`src/rtl/limiter_scheduler.sv`:
```
// Shares one soft-limiter core across CHANNELS audio channels per sample frame.
// Define LIMITER_SCHED_OVERRUN_CNT_EN to build the saturating dropped-strobe counter.
module limiter_scheduler #(
    parameter int SIGWIDTH = 8,
    parameter int CHANNELS = 4,
    parameter int CORELAT  = 2
) (
    input  logic                         clk,
    input  logic                         rstN,
    input  logic                         sampleClk,
    input  logic [CHANNELS-1:0]          modeIn,
    input  logic [CHANNELS*SIGWIDTH-1:0] samplesIn,
    input  logic                         overrunClr,
    output logic                         coreStrobe,
    output logic                         coreMode,
    output logic [SIGWIDTH-1:0]          coreIn,
    input  logic [SIGWIDTH-1:0]          coreOut,
    output logic [CHANNELS*SIGWIDTH-1:0] samplesOut,
    output logic                         outValid,
    output logic                         busy,
    output logic                         overrun,
    output logic [7:0]                   overrunCount
);

    localparam int IW = (CHANNELS > 1) ? $clog2(CHANNELS) : 1;
    localparam logic [IW-1:0] LAST_CH = IW'(CHANNELS - 1);

    typedef enum logic [1:0] {IDLE, ISSUE, DRAIN, DONE} state_t;

    state_t              state_reg;
    logic [IW-1:0]       ch_reg;
    logic [IW-1:0]       ch_next;
    logic [SIGWIDTH-1:0] shadow_reg [CHANNELS];
    logic [CHANNELS-1:0] shadow_mode_reg;
    logic [SIGWIDTH-1:0] result_reg [CHANNELS];
    logic                pipe_valid_reg [CORELAT];
    logic [IW-1:0]       pipe_idx_reg [CORELAT];
    logic [CHANNELS*SIGWIDTH-1:0] frame_next;
    logic                tap_valid;
    logic [IW-1:0]       tap_idx;
    logic                last_retire;
    logic                drop;

    assign ch_next     = ch_reg + 1'b1;
    assign tap_valid   = pipe_valid_reg[CORELAT-1];
    assign tap_idx     = pipe_idx_reg[CORELAT-1];
    assign last_retire = (state_reg == DRAIN) && tap_valid && (tap_idx == LAST_CH);
    assign drop        = sampleClk && ((state_reg == ISSUE) || (state_reg == DRAIN));

    // The final channel's result arrives on the same edge that publishes the frame,
    // so it is forwarded straight from the core rather than read back from result_reg.
    always_comb begin
        for (int k = 0; k < CHANNELS; k++) begin
            frame_next[k*SIGWIDTH +: SIGWIDTH] = result_reg[k];
            if (tap_valid && (tap_idx == IW'(k)))
                frame_next[k*SIGWIDTH +: SIGWIDTH] = coreOut;
        end
    end

    always_ff @(posedge clk or negedge rstN) begin
        if (!rstN) begin
            state_reg       <= IDLE;
            ch_reg          <= '0;
            shadow_mode_reg <= '0;
            for (int k = 0; k < CHANNELS; k++) shadow_reg[k] <= '0;
            coreStrobe      <= 1'b0;
            coreMode        <= 1'b0;
            coreIn          <= '0;
            samplesOut      <= '0;
            outValid        <= 1'b0;
            busy            <= 1'b0;
        end else begin
            outValid <= 1'b0;
            case (state_reg)
                IDLE, DONE: begin
                    if (sampleClk) begin
                        for (int k = 0; k < CHANNELS; k++)
                            shadow_reg[k] <= samplesIn[k*SIGWIDTH +: SIGWIDTH];
                        shadow_mode_reg <= modeIn;
                        // Channel 0 goes out on the very next cycle, straight from the inputs.
                        coreStrobe      <= 1'b1;
                        coreIn          <= samplesIn[SIGWIDTH-1:0];
                        coreMode        <= modeIn[0];
                        ch_reg          <= '0;
                        busy            <= 1'b1;
                        state_reg       <= ISSUE;
                    end else begin
                        busy      <= 1'b0;
                        state_reg <= IDLE;
                    end
                end
                ISSUE: begin
                    if (ch_reg == LAST_CH) begin
                        coreStrobe <= 1'b0;
                        state_reg  <= DRAIN;
                    end else begin
                        ch_reg   <= ch_next;
                        coreIn   <= shadow_reg[ch_next];
                        coreMode <= shadow_mode_reg[ch_next];
                    end
                end
                DRAIN: begin
                    if (last_retire) begin
                        samplesOut <= frame_next;
                        outValid   <= 1'b1;
                        state_reg  <= DONE;
                    end
                end
                default: state_reg <= IDLE;
            endcase
        end
    end

    // Return tracker: tap CORELAT-1 lines up with the core result for that issue.
    generate
        for (genvar gi = 0; gi < CORELAT; gi++) begin : g_pipe
            always_ff @(posedge clk or negedge rstN) begin
                if (!rstN) begin
                    pipe_valid_reg[gi] <= 1'b0;
                    pipe_idx_reg[gi]   <= '0;
                end else if (gi == 0) begin
                    pipe_valid_reg[gi] <= coreStrobe;
                    pipe_idx_reg[gi]   <= ch_reg;
                end else begin
                    pipe_valid_reg[gi] <= pipe_valid_reg[(gi > 0) ? gi-1 : 0];
                    pipe_idx_reg[gi]   <= pipe_idx_reg[(gi > 0) ? gi-1 : 0];
                end
            end
        end

        for (genvar gi = 0; gi < CHANNELS; gi++) begin : g_result
            always_ff @(posedge clk or negedge rstN) begin
                if (!rstN)
                    result_reg[gi] <= '0;
                else if (tap_valid && (tap_idx == IW'(gi)))
                    result_reg[gi] <= coreOut;
            end
        end
    endgenerate

    // A drop in the same cycle as a clear leaves the flag set.
    always_ff @(posedge clk or negedge rstN) begin
        if (!rstN)
            overrun <= 1'b0;
        else if (drop)
            overrun <= 1'b1;
        else if (overrunClr)
            overrun <= 1'b0;
    end

`ifdef LIMITER_SCHED_OVERRUN_CNT_EN
    logic [7:0] count_reg;

    always_ff @(posedge clk or negedge rstN) begin
        if (!rstN)
            count_reg <= 8'd0;
        else if (drop && (count_reg != 8'hFF))
            count_reg <= count_reg + 8'd1;
    end

    assign overrunCount = count_reg;
`else
    assign overrunCount = 8'd0;
`endif

endmodule
```
`config.mk`:
```
export PLATFORM = sky130hd
export DESIGN_NAME = limiter_scheduler
export DESIGN_NICKNAME = d
export VERILOG_FILES = /design/src/rtl/limiter_scheduler.sv
export SDC_FILE = /design/constraint.sdc
export NUM_CORES = 1
export LEC_CHECK = 0
export BUFFER_PORTS_ARGS = -buffer_cell sky130_fd_sc_hd__buf_2
export CAP_MARGIN = 0
export CORE_ASPECT_RATIO = 1.4
export CORE_MARGIN = 2
export CORE_UTILIZATION = 40
export CTS_CLUSTER_SIZE = 24
export DETAILED_ROUTE_END_ITERATION = 6
export GPL_TIMING_DRIVEN = 0
export PLACE_DENSITY = 0.62
export SETUP_SLACK_MARGIN = 0.05
export SKIP_CTS_REPAIR_TIMING = 1
export SYNTH_ARGS = -nofsm -noshare
export SYNTH_HDL_FRONTEND = slang
export SYNTH_SLANG_ARGS = --single-unit
```
`constraint.sdc`:
```
create_clock -name clk -period 4.11 [get_ports clk]
set_input_delay 0.822 -clock clk [delete_from_list [all_inputs] [get_ports clk]]
set_output_delay 0.822 -clock clk [all_outputs]
set_load 0.01 [all_outputs]
```
==> results.md, run 1 <==
- Leading area contributor after synthesis: dfrtp_1
- Slew Viols, Final: 0
- Via-to-Cell Ratio: between 4 and 5
- Worst EP arrival: between 2000 and 2500 ps
- GR Overflow Total: 0
- Yosys reg bits: 115
- Post-Synthesis Cell Area: between 4000 and 5000 µm²
- Post-layout min period: about 2200 ps
- Standard-cell rows: 47
- CTS H-tree lvls: 4
- Critical path capture point type: register
- Ys Warns: 0
- Hold WS: about 350 ps
- Largest family of logic cells by synthesized area: multiplexers
- Simple-gate share of the synthesized area: 0.0456
- Initial DRT Pass Iterations: 4
- Max incr delay on CP: roughly 500 ps
- Setup-failing EPs final: 0
- Setup WS post-layout: approximately 2000 ps
- Synth area leaders: dfrtp_1 61%, mux2_2 22%, mux4_2 3.3%
- DR DRC count: 0
- Reg clk slew, reported paths: approximately 50 ps
- Multiplexer share of the synthesized area: 0.271
- Die ar.: 12,800 µm²
- Core Box Area: about 12,000 µm²
- Clk root buf: clkbuf_16
- Fraction of the mapped netlist area in adder cells: 0.00790
- First-pass GRT wire length: 15,400 µm
- Initial antenna violation count: 0
- I/O Pins: 101
- Starting Density: 0.406
- CP Launch Type: register
- TritonCTS Buffers: 17
- Period utilization: 0.523
- Final ANT Viol Nets: 0
- CP Class: register to register
- Clock sink count: about 120
- Peak supply drop: 0.428 mV
- Total track usage: 0.160
- Synth Area in XOR/XNOR: 0
- Status: completed
- Average wire per standard cell: 16.2 µm
- Largest net degree at the start of global routing: between 60 and 70
- Fraction of layout cells with a size suffix above 1: 0.593
- DRT Wirelength: 9240 µm
- Register area share after synthesis: 0.606
- Area share of the largest cell type after synthesis: 0.606
- Post-DP HPWL: ~6700 µm
- Ant. Diodes: 0
- Gate Count Post-Synth: 293
- Pre-CTS setup slack: between 1500 and 2000 ps
- I/O Buffers: 92
- Syn-to-layout area delta: 28.1%
- Via count: around 2,800
- Min-delay worst type: register to register
- Final net count: 463
- Lkg Pwr: around 2.9 nW
- Max_cap viols: 0
- CTS tree: yes
- Cell variety after synth: 34
- Hold Vio Cnt, Final: 0
- Critical Path RT: 4390 ps
- Number of global-route vias before repair: slightly above 3,000
- Max_slew headroom: 0.512
- Clk_lat worst skew: 410 ps
- Worst-Margin Slew: about 730 ps
- Worst Path Buf+Inv: 1
- CP top delay family: buffers and inverters
- Worst path slowest cell: buf_1
- Max Fclk: approximately 470 MHz
- PwrDens: 866 nW/µm²
- Setup Skew: around 8.6 ps
- Final Util: 0.520
- Syn Area/Cell: approximately 16 µm²
- TNS Setup: 0 ps
- CTS max path bufs: 2
- Die H: 133 µm
- Iteration-0 DRC Markers: 75
- Worst path cell trace: ha_1 > buf_1 > mux4_2 > a221o_1
- RSZ-0062 raised after global routing: false
- Compound-cell area share of the yosys netlist: 0.0316
- Horiz. Die Dim: 96.1 µm
- Max FO, Critical Path: 10
- GPL Wtd Cong: around 0.74
==> report_power, final <==
part	leakage (nW)	switching (W)	internal [W]
logic	1.17	0.000817	0.00100
clock network	0.304	0.000531	0.00102
registers	1.39	0.000228	0.00167
total	2.87	0.00158	0.00369
==> kinds of logic after synthesis <==
family | after synthesis
simple gates | 24
flops | 115
compound gates | 17
fa+ha+maj | 3
buf+inv | 28
mux | 105
other cells | 1
==> through the flow <==
step / cell area, µm² / instances / power (W)
after detailed placement: 5450 / 540 / 0.00378
after global placement: 5420 / 539 / 0.00369
final: 6080 / 572 / 0.00527
after global routing: 6080 / 572 / 0.00560
after CTS: 6080 / 572 / 0.00535
after floorplan: 4780 / 300 / 0.00320
==> final timing paths <==
check,slack [ps],end,start,depth (start not counted)
worst max-delay path,1960,coreIn[6],ch_reg[0],4
worst min-delay path,350,tap_idx[0],pipe_idx_reg[2],0
worst max register to register,1960,coreIn[6],ch_reg[0],4
worst min register to register,350,tap_idx[0],pipe_idx_reg[2],0
max in group asynchronous,2900,shadow_reg[28],rstN,2
min in group asynchronous,450,samplesOut[24],rstN,1
==> synth_stat cells (all sizes together) <==
master / number
mux4: 9
ha: 3
and2: 1
buf: 20
clkbuf: 2
nor2b: 1
or2: 1
mux2: 93
inv: 6
o21ai: 1
nand2: 3
o22ai: 2
nand3: 1
nand2b: 2
nand3b: 2
mux2i: 3
conb: 1
a221o: 9
o2bb2a: 1
nand4: 1
nor2: 1
nor3b: 11
a21boi: 1
o2bb2ai: 1
dfrtp: 115
a21o: 1
a22o: 1
==> area by class of cell <==
class / instances / area, µm²
fill: 1022 / 5620
sequential: 115 / 2880
multi-input combinational: 157 / 1720
timing repair buffer: 93 / 490
clock buffer: 17 / 425
clock inverter: 15 / 206
tap: 147 / 184
buffer: 22 / 154
inverter: 6 / 22.5
==> worst reg2reg max path, stage by stage (launching register included) <==
cell     delay (ps)
dfrtp_1         460
ha_1            320
buf_1           500
mux4_2          420
a221o_1         330
==> layout by cell type (no fill, tap or decap), types with 2 or more instances in the layout <==
| cell | synthesis | layout |
|---|---|---|
| dfrtp_1 | 115 | 115 |
| buf_2 | 3 | 94 |
| mux2_2 | 93 | 93 |
| clkbuf_16 | 0 | 17 |
| buf_4 | 14 | 15 |
| nor3b_1 | 9 | 9 |
| a221o_1 | 9 | 9 |
| conb_1 | 1 | 8 |
| mux4_2 | 7 | 7 |
| inv_1 | 5 | 5 |
| clkinv_4 | 0 | 5 |
| bufinv_16 | 0 | 4 |
| nand2_1 | 3 | 3 |
| mux2i_1 | 3 | 3 |
| ha_1 | 3 | 3 |
| buf_6 | 2 | 2 |
| nand3b_4 | 2 | 2 |
| nand2b_1 | 2 | 2 |
| o22ai_1 | 2 | 2 |
| clkbuf_1 | 2 | 2 |
| mux4_1 | 2 | 2 |
| clkinv_2 | 0 | 2 |
| inv_6 | 0 | 2 |
| clkinvlp_4 | 0 | 2 |
==> per-layer routing <==
layer | GRT usage | up-vias | wire (µm)
li1 | - | 1299 | -
met1 | 0.185 | 1424 | 3730
met2 | 0.264 | 81 | 4750
met3 | 0.0575 | 12 | 622
met4 | 0.0651 | 0 | 137
met5 | 0 | - | 0
(Power assumes the default switching activity.)
==> run 2, diff against run 1 <==
==> constraint.sdc (replaced) <==
create_clock -name clk -period 2 [get_ports clk]
set_input_delay 0.4 -clock clk [delete_from_list [all_inputs] [get_ports clk]]
set_output_delay 0.4 -clock clk [all_outputs]
set_load 0.01 [all_outputs]
==> results.md, run 2 (same netlist as run 1, synthesis figures left out) <==
- CP top delay family: adder cells
- Slew Viols, Final: 0
- Final net count: between 400 and 500
- Die H: between 100 and 150 µm
- Peak supply drop: 0.884 mV
- Placed cell count: 540
- GR Overflow Total: 0
- Initial DRT Pass Iterations: 4
- Clock sink count: 115
- Min-delay worst type: input pin to async pin
- Period utilization: 0.906
- I/O Pins: 101
- Ant. Diodes: 0
- Setup-failing EPs final: 0
- First-pass GRT wire length: between 15,000 and 20,000 µm
- Critical path capture point type: register
- Critical Path RT: between 2000 and 2500 ps
- Commonest non-fill, non-tap cell in the layout: dfrtp_1
- CP Launch Type: register
- Max FO, Critical Path: 10
- PwrDens: roughly 1800 nW/µm²
- Total track usage: 0.160
- Worst Path Buf+Inv: 0
- Horiz. Die Dim: 96.1 µm
- Max Fclk: 552 MHz
- Lkg Pwr: around 2.9 nW
- Setup WS post-layout: ~190 ps
- Number of global-route vias before repair: 3,076
- Commonest cells after routing, fill and taps aside: 115 x dfrtp_1, 93 x mux2_2, 93 x buf_2
- Clk root buf: clkbuf_16
- Number of fillers in the final layout: slightly above 1,000
- Largest net degree at the start of global routing: 64
- Status: completed
- Setup Skew: about 7.3 ps
- DRT Wirelength: a little over 9000 µm
- RSZ-0062 raised after global routing: false
- Final ANT Viol Nets: 0
- Pre-CTS setup slack: -159 ps
- Via count: 2,810
- Worst EP arrival: around 2100 ps
- CTS H-tree lvls: 4
- Post-layout min period: 1810 ps
- Standard-cell rows: 47
- CTS tree: yes
- CTS max path bufs: 2
- GPL Wtd Cong: approximately 0.74
- Area used by multi-input combinational logic: between 1500 and 2000 µm²
- Max_cap viols: 0
- Max_slew headroom: 0.539
- Starting Density: 0.406
- Hold Vio Cnt, Final: 0
- Clk_lat worst skew: between 400 and 500 ps
- Initial antenna violation count: 0
- CP Class: register to register
- TritonCTS Buffers: 17
- Syn-to-layout area delta: 28.6%
- Fraction of layout cells with a size suffix above 1: 0.601
- Reg clk slew, reported paths: ~50 ps
- Iteration-0 DRC Markers: 74
- Die ar.: about 13,000 µm²
- I/O Buffers: a little over 90
- Storage cell area: 2880 µm²
- Average wire per standard cell: 16.2 µm
- Worst path cell trace: ha_2 > mux4_2 > a221o_1
- Max incr delay on CP: between 500 and 600 ps
- Core Box Area: about 12,000 µm²
- Final non-filler cell total: 571
- Post-DP HPWL: between 6000 and 7000 µm
- Worst-Margin Slew: approximately 690 ps
- DR DRC count: 0
- Hold WS: 33.8 ps
- Worst path slowest cell: ha_2
- Via-to-Cell Ratio: slightly below 5
[run 2: per-layer routing]
layer	vias up	wire [µm]	track usage
li1	1299	-	-
met1	1419	3730	0.185
met2	81	4750	0.264
met3	11	624	0.0575
met4	0	145	0.0651
met5	-	0	0
[run 2: where the power goes]
part           switching [W]  internal (W)
combinational        0.00168       0.00212
sequential          0.000470       0.00343
clock                0.00109       0.00209
[run 2: final timing paths]
| kind | startpoint | endpoint | slack [ps] | depth (start not counted) |
|---|---|---|---|---|
| max | ch_reg[0] | coreIn[6] | 190 | 3 |
| min | rstN | samplesOut[24] | 30 | 1 |
| max reg2reg | ch_reg[0] | coreIn[6] | 190 | 3 |
| min reg2reg | pipe_idx_reg[2] | tap_idx[0] | 350 | 0 |
| max in group asynchronous | rstN | shadow_reg[28] | 1210 | 2 |
| min in group clk | overrunClr | overrun | 170 | 2 |
[run 2: cell type report]
| type | count | area share |
|---|---|---|
| plain buffers | 21 | 0.0268 |
| clock inverters | 15 | 0.0338 |
| inverters | 6 | 0.00410 |
| repair buffers | 93 | 0.0803 |
| well taps | 147 | 0.0301 |
| clock buffers | 17 | 0.0697 |
| flip-flops and latches | 115 | 0.471 |
| multi-input cells | 157 | 0.284 |
[run 2: through the flow]
step,area [µm²],util,setup TNS [ps],power (W)
6_report,6110,0.522,0,0.0109
3_3_place_gp,5420,0.463,-93100,0.00758
2_1_floorplan,4780,-,0,0.00658
5_1_grt,6110,0.522,0,0.0116
4_1_cts,6080,0.520,-1370,0.0110
3_5_place_dp,5450,0.466,-1290,0.00776
==> run 3, diff against run 2 <==
--- a/config.mk
+++ b/config.mk
@@ -16,6 +16,7 @@
 export PLACE_DENSITY = 0.62
 export SETUP_SLACK_MARGIN = 0.05
 export SKIP_CTS_REPAIR_TIMING = 1
+export SLEW_MARGIN = 5
 export SYNTH_ARGS = -nofsm -noshare
 export SYNTH_HDL_FRONTEND = slang
 export SYNTH_SLANG_ARGS = --single-unit
==> constraint.sdc (replaced) <==
create_clock -name clk -period 2.3 [get_ports clk]
set_input_delay 0.46 -clock clk [delete_from_list [all_inputs] [get_ports clk]]
set_output_delay 0.46 -clock clk [all_outputs]
set_load 0.01 [all_outputs]
==> results.md, run 3 (same netlist as run 1, synthesis figures left out) <==
- Core Box Area: ~12,000 µm²
- Iteration-0 DRC Markers: 50
- First-pass GRT wire length: approximately 15,000 µm
- Commonest cells after routing, fill and taps aside: 115 x dfrtp_1, 94 x buf_2, 93 x mux2_2
- RSZ-0062 raised after global routing: false
- Setup Skew: roughly 11 ps
- Number of global-route vias before repair: between 3,000 and 4,000
- Standard-cell rows: 47
- Hold Vio Cnt, Final: 0
- R2R Setup Slk: 170 ps
- Status: completed
- Slew Viols, Final: 0
- Clk root buf: clkbuf_16
- Via-to-Cell Ratio: roughly 5
- Final instance area: ~6100 µm²
- Worst reg2reg startpoint: ch_reg[0]
- CTS max path bufs: 2
- PwrDens: between 1500 and 2000 nW/µm²
- TritonCTS Buffers: 17
- CTS tree: yes
- Global routing's busiest layer: met2
- Starting Density: 0.406
- CP Class: register to register
- Average wire per standard cell: approximately 16 µm
- Worst-Margin Slew: around 760 ps
- Largest net degree at the start of global routing: between 60 and 70
- Ant. Diodes: 0
- R2R depth: 4
- Final Util: 0.522
- Post-DP HPWL: between 6000 and 7000 µm
- Die ar.: between 10,000 and 15,000 µm²
- CTS H-tree lvls: 4
- Min-delay worst type: input pin to async pin
- Initial antenna violation count: 0
- Clk_lat worst skew: slightly above 400 ps
- Number of fillers in the final layout: roughly 1,000
- Clock sink count: approximately 120
- GR Overflow Total: 0
- I/O Buffers: 92
- Total Power: about 0.0095 W
- I/O Pins: between 100 and 150
- Fraction of layout cells with a size suffix above 1: 0.595
- Critical Path RT: roughly 2600 ps
- Post-layout min period: ~2100 ps
- Final ANT Viol Nets: 0
- Total track usage: 0.159
- DRT Wirelength: between 9000 and 10,000 µm
- Max_slew headroom: 0.490
- Reg clk slew, reported paths: 50 ps
- Initial DRT Pass Iterations: 4
- Max_cap viols: 0
- Final net count: roughly 460
- Peak supply drop: roughly 0.76 mV
- Syn-to-layout area delta: 28.7%
- Die H: between 100 and 150 µm
- Max FO, Critical Path: 10
- Max Fclk: 469 MHz
- Via count: between 2,000 and 3,000
- Horiz. Die Dim: between 90 and 100 µm
- CP Launch Type: register
- Critical path capture point type: register
- GPL Wtd Cong: 0.736
- GRT met3 Usage: 0.0490
- Worst EP arrival: between 2000 and 2500 ps
- DP Area: 5450 µm²
- Global Route met1 Usage: 0.185
- Lkg Pwr: 2.88 nW
- Met2 Use GR: 0.267
- Worst R2R End: coreIn[6]
- Period utilization: 0.926
- DR DRC count: 0
- Commonest non-fill, non-tap cell in the layout: dfrtp_1
- Setup-failing EPs final: 0
[run 3: worst max-delay path by stage]
stage,slack [ps],from,endpoint,cells after the start
floorplan,520,ch_reg[0],coreIn[2],4
global placement,-570,rstN,shadow_reg[13],1
detailed placement,140,ch_reg[0],coreIn[6],4
CTS,130,ch_reg[0],coreIn[6],4
global route,50,ch_reg[0],coreIn[0],4
finish,170,ch_reg[0],coreIn[6],4
[run 3: layout make-up]
class,instances,area [µm²],share of cell area
Inverter,6,22.5,0.00369
Clock inverter,15,230,0.0377
Timing Repair Buffer,93,494,0.0809
Sequential cell,115,2880,0.471
Tap cell,147,184,0.0301
Clock buffer,17,425,0.0696
Multi-Input combinational cell,157,1720,0.282
Buffer,22,155,0.0254
[run 3: routing by layer]
metal	vias up	wire length [µm]
met1	1448	3810
li1	1299	-
met2	80	4820
met4	0	198
met3	14	532
met5	-	0
[run 3: critical path, cell delays in order (launching register included)]
cell     delay (ps)
dfrtp_1         460
ha_1            320
buf_1           490
mux4_2          410
a221o_1         330
[run 3: power breakdown]
part / total, W / internal [W] / switching [W]
Combinational: 0.00326 / 0.00180 / 0.00146
Clock: 0.00288 / 0.00193 / 0.000953
Sequential: 0.00340 / 0.00298 / 0.000416
[run 3: per-stage QoR]
stage | setup TNS [ps] | hold WS, ps | worst slack [ps] | instances
3_5_place_dp | 0 | 338 | 139 | 540
2_1_floorplan | 0 | 164 | 516 | 300
4_1_cts | 0 | 13.7 | 127 | 572
6_report | 0 | 2.27 | 169 | 572
3_3_place_gp | -64540 | 336 | -571 | 539
5_1_grt | 0 | 41.2 | 54.2 | 572
